## config.mk

```make
export PLATFORM = sky130hd
export DESIGN_NAME = adder_share_scheduler_flat
export DESIGN_NICKNAME = d
export VERILOG_FILES = /design/src/rtl/adder_share_scheduler_if.sv /design/src/rtl/adder_share_scheduler.sv /design/src/flat_wrapper.sv
export SDC_FILE = /design/constraint.sdc
export NUM_CORES = 1
export LEC_CHECK = 0
export CORE_AREA = 2 2 158 160
export DETAILED_ROUTE_END_ITERATION = 10
export DIE_AREA = 0 0 160 162
export GPL_TIMING_DRIVEN = 0
export PLACE_DENSITY = 0.71
export SETUP_SLACK_MARGIN = 0.4
export SLEW_MARGIN = 20
export SYNTH_ARGS = -nofsm -noshare
export SYNTH_HDL_FRONTEND = slang
export SYNTH_SLANG_ARGS = --single-unit
```

## constraint.sdc

```tcl
create_clock -name CLK -period 1.87 [get_ports CLK]
set_clock_uncertainty 0.05 [all_clocks]
set_input_delay 0.2805 -clock CLK [delete_from_list [all_inputs] [get_ports CLK]]
set_output_delay 0.2805 -clock CLK [all_outputs]
set_load 0.02 [all_outputs]
```

## src/rtl/adder_share_scheduler_if.sv

```systemverilog
// Bundles the request, shared-adder and response signals of adder_share_scheduler.
// Handshake: a response transfers on a rising edge where RSP_VALID and RSP_READY are both high.
interface adder_share_scheduler_if #(
    parameter int N = 4,
    parameter int W = 32
);
    localparam int IDW = $clog2(N);

    logic [N-1:0]   REQ;
    logic [N*W-1:0] REQ_A;
    logic [N*W-1:0] REQ_B;
    logic [N-1:0]   ACK;
    logic [W-1:0]   ADD_A;
    logic [W-1:0]   ADD_B;
    logic [W-1:0]   ADD_S;
    logic           ADD_COUT;
    logic           RSP_VALID;
    logic           RSP_READY;
    logic [IDW-1:0] RSP_ID;
    logic [W-1:0]   RSP_S;
    logic           RSP_COUT;

    modport master (
        output REQ, REQ_A, REQ_B, ADD_S, ADD_COUT, RSP_READY,
        input  ACK, ADD_A, ADD_B, RSP_VALID, RSP_ID, RSP_S, RSP_COUT
    );

    modport slave (
        input  REQ, REQ_A, REQ_B, ADD_S, ADD_COUT, RSP_READY,
        output ACK, ADD_A, ADD_B, RSP_VALID, RSP_ID, RSP_S, RSP_COUT
    );
endinterface

```

## src/rtl/adder_share_scheduler.sv

```systemverilog
// Round-robin time-sharing of one external adder among N requesters, one operation in flight.
// Define ADDER_SAT_EN to saturate the captured sum to all-ones when the adder carries out.
module adder_share_scheduler #(
    parameter int N       = 4,
    parameter int W       = 32,
    parameter int ADD_LAT = 2,
    localparam int IDW    = $clog2(N)
) (
    input  logic                    CLK,
    input  logic                    RST,
    adder_share_scheduler_if.slave  bus,
    output logic [1:0]              dbg_state
);
    localparam int CW = (ADD_LAT > 1) ? $clog2(ADD_LAT) : 1;

    typedef enum logic [1:0] {IDLE = 2'd0, WAIT = 2'd1, RESP = 2'd2} state_t;

    state_t         state_q, state_d;
    logic [IDW-1:0] ptr_q, ptr_d;
    logic [IDW-1:0] id_q, id_d;
    logic [CW-1:0]  cnt_q, cnt_d;
    logic [N-1:0]   ack_q, ack_d;
    logic [W-1:0]   add_a_q, add_a_d;
    logic [W-1:0]   add_b_q, add_b_d;
    logic           rsp_valid_q, rsp_valid_d;
    logic [IDW-1:0] rsp_id_q, rsp_id_d;
    logic [W-1:0]   rsp_s_q, rsp_s_d;
    logic           rsp_cout_q, rsp_cout_d;

    logic [W-1:0]   req_a_arr [N];
    logic [W-1:0]   req_b_arr [N];
    logic [IDW-1:0] grant;
    logic           grant_vld;
    int             cand;

    always_comb begin
        for (int i = 0; i < N; i++) begin
            req_a_arr[i] = bus.REQ_A[i*W +: W];
            req_b_arr[i] = bus.REQ_B[i*W +: W];
        end
    end

    // Scan offsets from far to near so the nearest set bit at or after ptr_q wins.
    always_comb begin
        grant     = '0;
        grant_vld = 1'b0;
        cand      = 0;
        for (int i = N - 1; i >= 0; i--) begin
            cand = int'(ptr_q) + i;
            if (cand >= N) cand = cand - N;
            if (bus.REQ[cand[IDW-1:0]]) begin
                grant     = cand[IDW-1:0];
                grant_vld = 1'b1;
            end
        end
    end

    always_comb begin
        state_d     = state_q;
        ptr_d       = ptr_q;
        id_d        = id_q;
        cnt_d       = cnt_q;
        ack_d       = '0;
        add_a_d     = add_a_q;
        add_b_d     = add_b_q;
        rsp_valid_d = rsp_valid_q;
        rsp_id_d    = rsp_id_q;
        rsp_s_d     = rsp_s_q;
        rsp_cout_d  = rsp_cout_q;
        case (state_q)
            IDLE: begin
                if (grant_vld) begin
                    add_a_d      = req_a_arr[grant];
                    add_b_d      = req_b_arr[grant];
                    id_d         = grant;
                    ack_d[grant] = 1'b1;
                    cnt_d        = CW'(ADD_LAT - 1);
                    state_d      = WAIT;
                end
            end
            WAIT: begin
                if (cnt_q == '0) begin
`ifdef ADDER_SAT_EN
                    rsp_s_d = bus.ADD_COUT ? {W{1'b1}} : bus.ADD_S;
`else
                    rsp_s_d = bus.ADD_S;
`endif
                    rsp_cout_d  = bus.ADD_COUT;
                    rsp_id_d    = id_q;
                    rsp_valid_d = 1'b1;
                    state_d     = RESP;
                end else begin
                    cnt_d = cnt_q - 1'b1;
                end
            end
            RESP: begin
                // Pointer moves only on completion so every holder of REQ is reached within N operations.
                if (bus.RSP_READY) begin
                    rsp_valid_d = 1'b0;
                    ptr_d       = (id_q == IDW'(N - 1)) ? '0 : id_q + 1'b1;
                    state_d     = IDLE;
                end
            end
            default: state_d = IDLE;
        endcase
    end

    always_ff @(posedge CLK) begin
        if (RST) begin
            state_q     <= IDLE;
            ptr_q       <= '0;
            id_q        <= '0;
            cnt_q       <= '0;
            ack_q       <= '0;
            add_a_q     <= '0;
            add_b_q     <= '0;
            rsp_valid_q <= 1'b0;
            rsp_id_q    <= '0;
            rsp_s_q     <= '0;
            rsp_cout_q  <= 1'b0;
        end else begin
            state_q     <= state_d;
            ptr_q       <= ptr_d;
            id_q        <= id_d;
            cnt_q       <= cnt_d;
            ack_q       <= ack_d;
            add_a_q     <= add_a_d;
            add_b_q     <= add_b_d;
            rsp_valid_q <= rsp_valid_d;
            rsp_id_q    <= rsp_id_d;
            rsp_s_q     <= rsp_s_d;
            rsp_cout_q  <= rsp_cout_d;
        end
    end

    assign bus.ACK       = ack_q;
    assign bus.ADD_A     = add_a_q;
    assign bus.ADD_B     = add_b_q;
    assign bus.RSP_VALID = rsp_valid_q;
    assign bus.RSP_ID    = rsp_id_q;
    assign bus.RSP_S     = rsp_s_q;
    assign bus.RSP_COUT  = rsp_cout_q;
    assign dbg_state     = state_q;
endmodule

```

## src/flat_wrapper.sv

```systemverilog
// flat-port wrapper written by rule: the top's interface ports become plain ports
module adder_share_scheduler_flat 
#(
    parameter int N       = 4,
    parameter int W       = 32,
    parameter int ADD_LAT = 2,
    localparam int IDW    = $clog2(N)
)
  (CLK, RST, dbg_state, bus_REQ, bus_REQ_A, bus_REQ_B, bus_ADD_S, bus_ADD_COUT, bus_RSP_READY, bus_ACK, bus_ADD_A, bus_ADD_B, bus_RSP_VALID, bus_RSP_ID, bus_RSP_S, bus_RSP_COUT);
  adder_share_scheduler_if #(.N(N), .W(W)) bus_i ();
  input  logic CLK;
  input  logic RST;
  output logic [1:0] dbg_state;
  input wire logic [$bits(bus_i.REQ)-1:0] bus_REQ;
  input wire logic [$bits(bus_i.REQ_A)-1:0] bus_REQ_A;
  input wire logic [$bits(bus_i.REQ_B)-1:0] bus_REQ_B;
  input wire logic [$bits(bus_i.ADD_S)-1:0] bus_ADD_S;
  input wire logic [$bits(bus_i.ADD_COUT)-1:0] bus_ADD_COUT;
  input wire logic [$bits(bus_i.RSP_READY)-1:0] bus_RSP_READY;
  output wire logic [$bits(bus_i.ACK)-1:0] bus_ACK;
  output wire logic [$bits(bus_i.ADD_A)-1:0] bus_ADD_A;
  output wire logic [$bits(bus_i.ADD_B)-1:0] bus_ADD_B;
  output wire logic [$bits(bus_i.RSP_VALID)-1:0] bus_RSP_VALID;
  output wire logic [$bits(bus_i.RSP_ID)-1:0] bus_RSP_ID;
  output wire logic [$bits(bus_i.RSP_S)-1:0] bus_RSP_S;
  output wire logic [$bits(bus_i.RSP_COUT)-1:0] bus_RSP_COUT;
  assign bus_i.REQ = bus_REQ;
  assign bus_i.REQ_A = bus_REQ_A;
  assign bus_i.REQ_B = bus_REQ_B;
  assign bus_i.ADD_S = bus_ADD_S;
  assign bus_i.ADD_COUT = bus_ADD_COUT;
  assign bus_i.RSP_READY = bus_RSP_READY;
  assign bus_ACK = bus_i.ACK;
  assign bus_ADD_A = bus_i.ADD_A;
  assign bus_ADD_B = bus_i.ADD_B;
  assign bus_RSP_VALID = bus_i.RSP_VALID;
  assign bus_RSP_ID = bus_i.RSP_ID;
  assign bus_RSP_S = bus_i.RSP_S;
  assign bus_RSP_COUT = bus_i.RSP_COUT;
  adder_share_scheduler #(.N(N), .W(W), .ADD_LAT(ADD_LAT)) u_core (.CLK(CLK), .RST(RST), .bus(bus_i), .dbg_state(dbg_state));
endmodule
```

==> flow_summary.json <==
{
  "drtIter0Drc": 414,
  "cts_root_buf": "clkbuf_16",
  "worstPathRequired_ps": 2040,
  "dieArea_um2": 25900,
  "tightest_slew_ps": 749,
  "ios": 402,
  "place.port_buffers": 398,
  "holdPathStages": 2,
  "synth_area_leader_cell": "dfxtp_1",
  "finalMaxSlewViolations": 0,
  "netlist_area_um2": 6440,
  "cts_sinks": 111,
  "synth_top_area_frac": 0.345,
  "seq_power_share": 0.323,
  "dieWidth_um": 160,
  "clk_pin_slew_ps": 90,
  "multi_input_area_um2": 4440,
  "place_congestion": 0.867,
  "synth.distinct_cells": 39,
  "reg2reg_depth": 7,
  "firstDrtPassIters": 6,
  "rsz0062_at_grt": "true",
  "synth-seq-cells": 111,
  "placementRows": 57,
  "leakagePower_nw": 5.23,
  "yosysMostFrequentCell": "dfxtp_1",
  "p_sw_frac": 0.358,
  "finalWorstSetupSlack_ps": 0.721,
  "cts_buffers": 9,
  "drive_gt1_frac": 0.235,
  "die-height_um": 162,
  "post-route-period-util": 1.00,
  "grt_first_pass_wirelength_um": 46000,
  "regArea_um2": 2230,
  "status": "completed",
  "antenna_found_initial": 4,
  "seq_area_frac_synth": 0.345,
  "period_needed_ps": 1870,
  "syn_area_per_cell_um2": 8.63,
  "holdWs_ps": 242,
  "relSlewSlack": 0.500,
  "syn_inst": 746,
  "comb_power_share": 0.432,
  "dr.max_layer_used": "met5",
  "p_clk_frac": 0.245,
  "final.fill_count": 2254,
  "grt_max_degree": 22,
  "ys_warn_count": 0,
  "cap_violations": 0,
  "grt_usage": 0.229,
  "place_hpwl_um": 22400,
  "wl_met3_um": 2510,
  "hold_start": "bus_REQ[2]",
  "clockBufferDepth": 2,
  "cts_tree": "done",
  "cp-end-kind": "flop",
  "hold_path_class": "in2reg",
  "core_region_area_um2": 24100,
  "wire_per_inst_um": 20.6,
  "whs_endpoint": "u_core.bus.ACK[2]",
  "timing.rr.start": "u_core.ptr_q[0]",
  "routed_wirelength_um": 31200,
  "intPower_mw": 5.60,
  "drc_errors": 0,
  "p_switching_mw": 3.13,
  "fmax_mhz": 535,
  "synthArstFlopShare": 0,
  "synth_edf_count": 0,
  "p_per_area_nw_per_um2": 692,
  "h-tree-depth": 3,
  "crit_type": "in2reg",
  "synth_flop_cell": "dfxtp_1",
  "clk_latency_ps": 360,
  "grt_pass1_vias": 7764,
  "setup-violations-final": 0,
  "detailroute.via_count": 7614,
  "overflow": 0,
  "wl_met1_um": 12200,
  "syn2layout_area_growth_pct": 96.1,
  "cp_max_fo": 10,
  "ant_nets": 0,
  "crit_arrival_ps": 2040,
  "yosys-top-cells-area": "dfxtp_1 34%, a221oi_2 11%, a211oi_2 9.7%, a21o_1 7.5%, nand3_1 5.0%",
  "final-hold-violation-count": 0,
  "r2r_end": "u_core.bus.ADD_A[22]",
  "nNetsFinal": 1481,
  "vdd_drop_max_mv": 0.406,
  "synth_nets": 1043,
  "startpoint_type": "input pin",
  "place_ws_ps": -1070,
  "start_util": 0.267,
  "route.met2.wl_um": 15700,
  "synth_common_cells": "111 x dfxtp_1, 75 x nand2_1, 73 x nor2_1",
  "rrSetupSlack_ps": 0.7,
  "via_per_inst": 5.02
}
-- sequential cells by signal, indices dropped and copies added (netlist names) --
name and cells:
u_core.bus.RSP_S 32, u_core.dbg_state 2, u_core.ptr_q 2, u_core.bus.ADD_B 32, u_core.bus.ACK 4, u_core.bus.RSP_COUT 1
u_core.bus.ADD_A 32, u_core.bus.RSP_VALID 1, u_core.id_q 2, u_core.cnt_q 1, u_core.bus.RSP_ID 2
-- cell families after synthesis --
| family | synth area share |
|---|---|
| AOI/OAI and AO/OA | 0.420 |
| and+or+nand+nor | 0.160 |
| DFF | 0.345 |
| buffers and inverters | 0.0713 |
| muxes | 0.00155 |
| adders and majority gates | 0.00194 |
-- area by class of cell --
| type | instances | area share |
|---|---|---|
| multi-input cells | 546 | 0.352 |
| repair buffers | 427 | 0.341 |
| flip-flops and latches | 111 | 0.177 |
| plain buffers | 87 | 0.0711 |
| well taps | 324 | 0.0321 |
| clock buffers | 9 | 0.0178 |
| clock inverters | 7 | 0.00793 |
| inverters | 2 | 0.000793 |
| diodes | 3 | 0.000594 |
-- metrics by stage --
step           area, um2  setup TNS, ps  power [mW]   util  cells
6_report           12600              0        8.73  0.524   1516
4_1_cts            12200              0        8.69  0.507   1506
3_5_place_dp       11000         -71090        6.23  0.454   1468
3_3_place_gp       11000         -66920        6.19  0.454   1468
5_1_grt            12600          -2510        9.14  0.524   1515
2_1_floorplan       6560              0        4.57      -    746
-- worst max-delay path: stages --
cell and delay, ps:
dlygate4sd2_1 430, nor2_1 150, or4_4 550, buf_12 170, buf_6 150, nand3_1 110, a21o_1 140, a211oi_2 60
-- cell usage in the layout, fill, tap and decap left out, drive strengths merged, types with 64 or more instances in the layout --
cell type	netlist	final
clkdlybuf4s50	0	290
dfxtp	111	111
buf	52	86
dlygate4sd2	0	75
nand2	75	75
nor2	73	73
o21ai	68	68
a211oi	65	65
a21o	64	64
nand3	64	64
a221oi	64	64
-- worst max path at each step --
stage	start	endpoint	cells past startpoint
2_1_floorplan	bus_REQ[0]	u_core.bus.ADD_A[30]	8
3_3_place_gp	bus_REQ[1]	u_core.bus.ADD_A[24]	7
3_5_place_dp	bus_REQ[1]	u_core.bus.ADD_B[3]	7
4_1_cts	u_core.ptr_q[0]	u_core.bus.ADD_A[9]	8
5_1_grt	u_core.ptr_q[0]	u_core.bus.ADD_A[7]	8
6_report	bus_REQ[1]	u_core.bus.ADD_B[8]	8
-- power by group through the flow --
stage / clock [mW] / sequential, mW / combinational [mW]
CTS: 2.22 / 2.81 / 3.66
floorplan: 0 / 3.21 / 1.36
finish: 2.14 / 2.82 / 3.77
global placement: 0 / 2.87 / 3.33
detailed placement: 0 / 2.88 / 3.35
global route: 2.28 / 2.85 / 4.01
-- routing by layer --
layer  up-vias  global-route usage
li1       3660                   -
met1      3602               0.263
met2       305               0.412
met3        45              0.0702
met4         2              0.0635
met5         -                   0
-- timing repair --
item                                    4_1_cts  5_1_grt
endpoints found under the hold margin         0        0
gates cloned                                  5        1
hold buffers                                  0        0
pin swaps                                    62       19
endpoints found under the setup margin      211      132
buffers inserted                             17        6
resized for setup                           251       97
(Power assumes the default switching activity.)
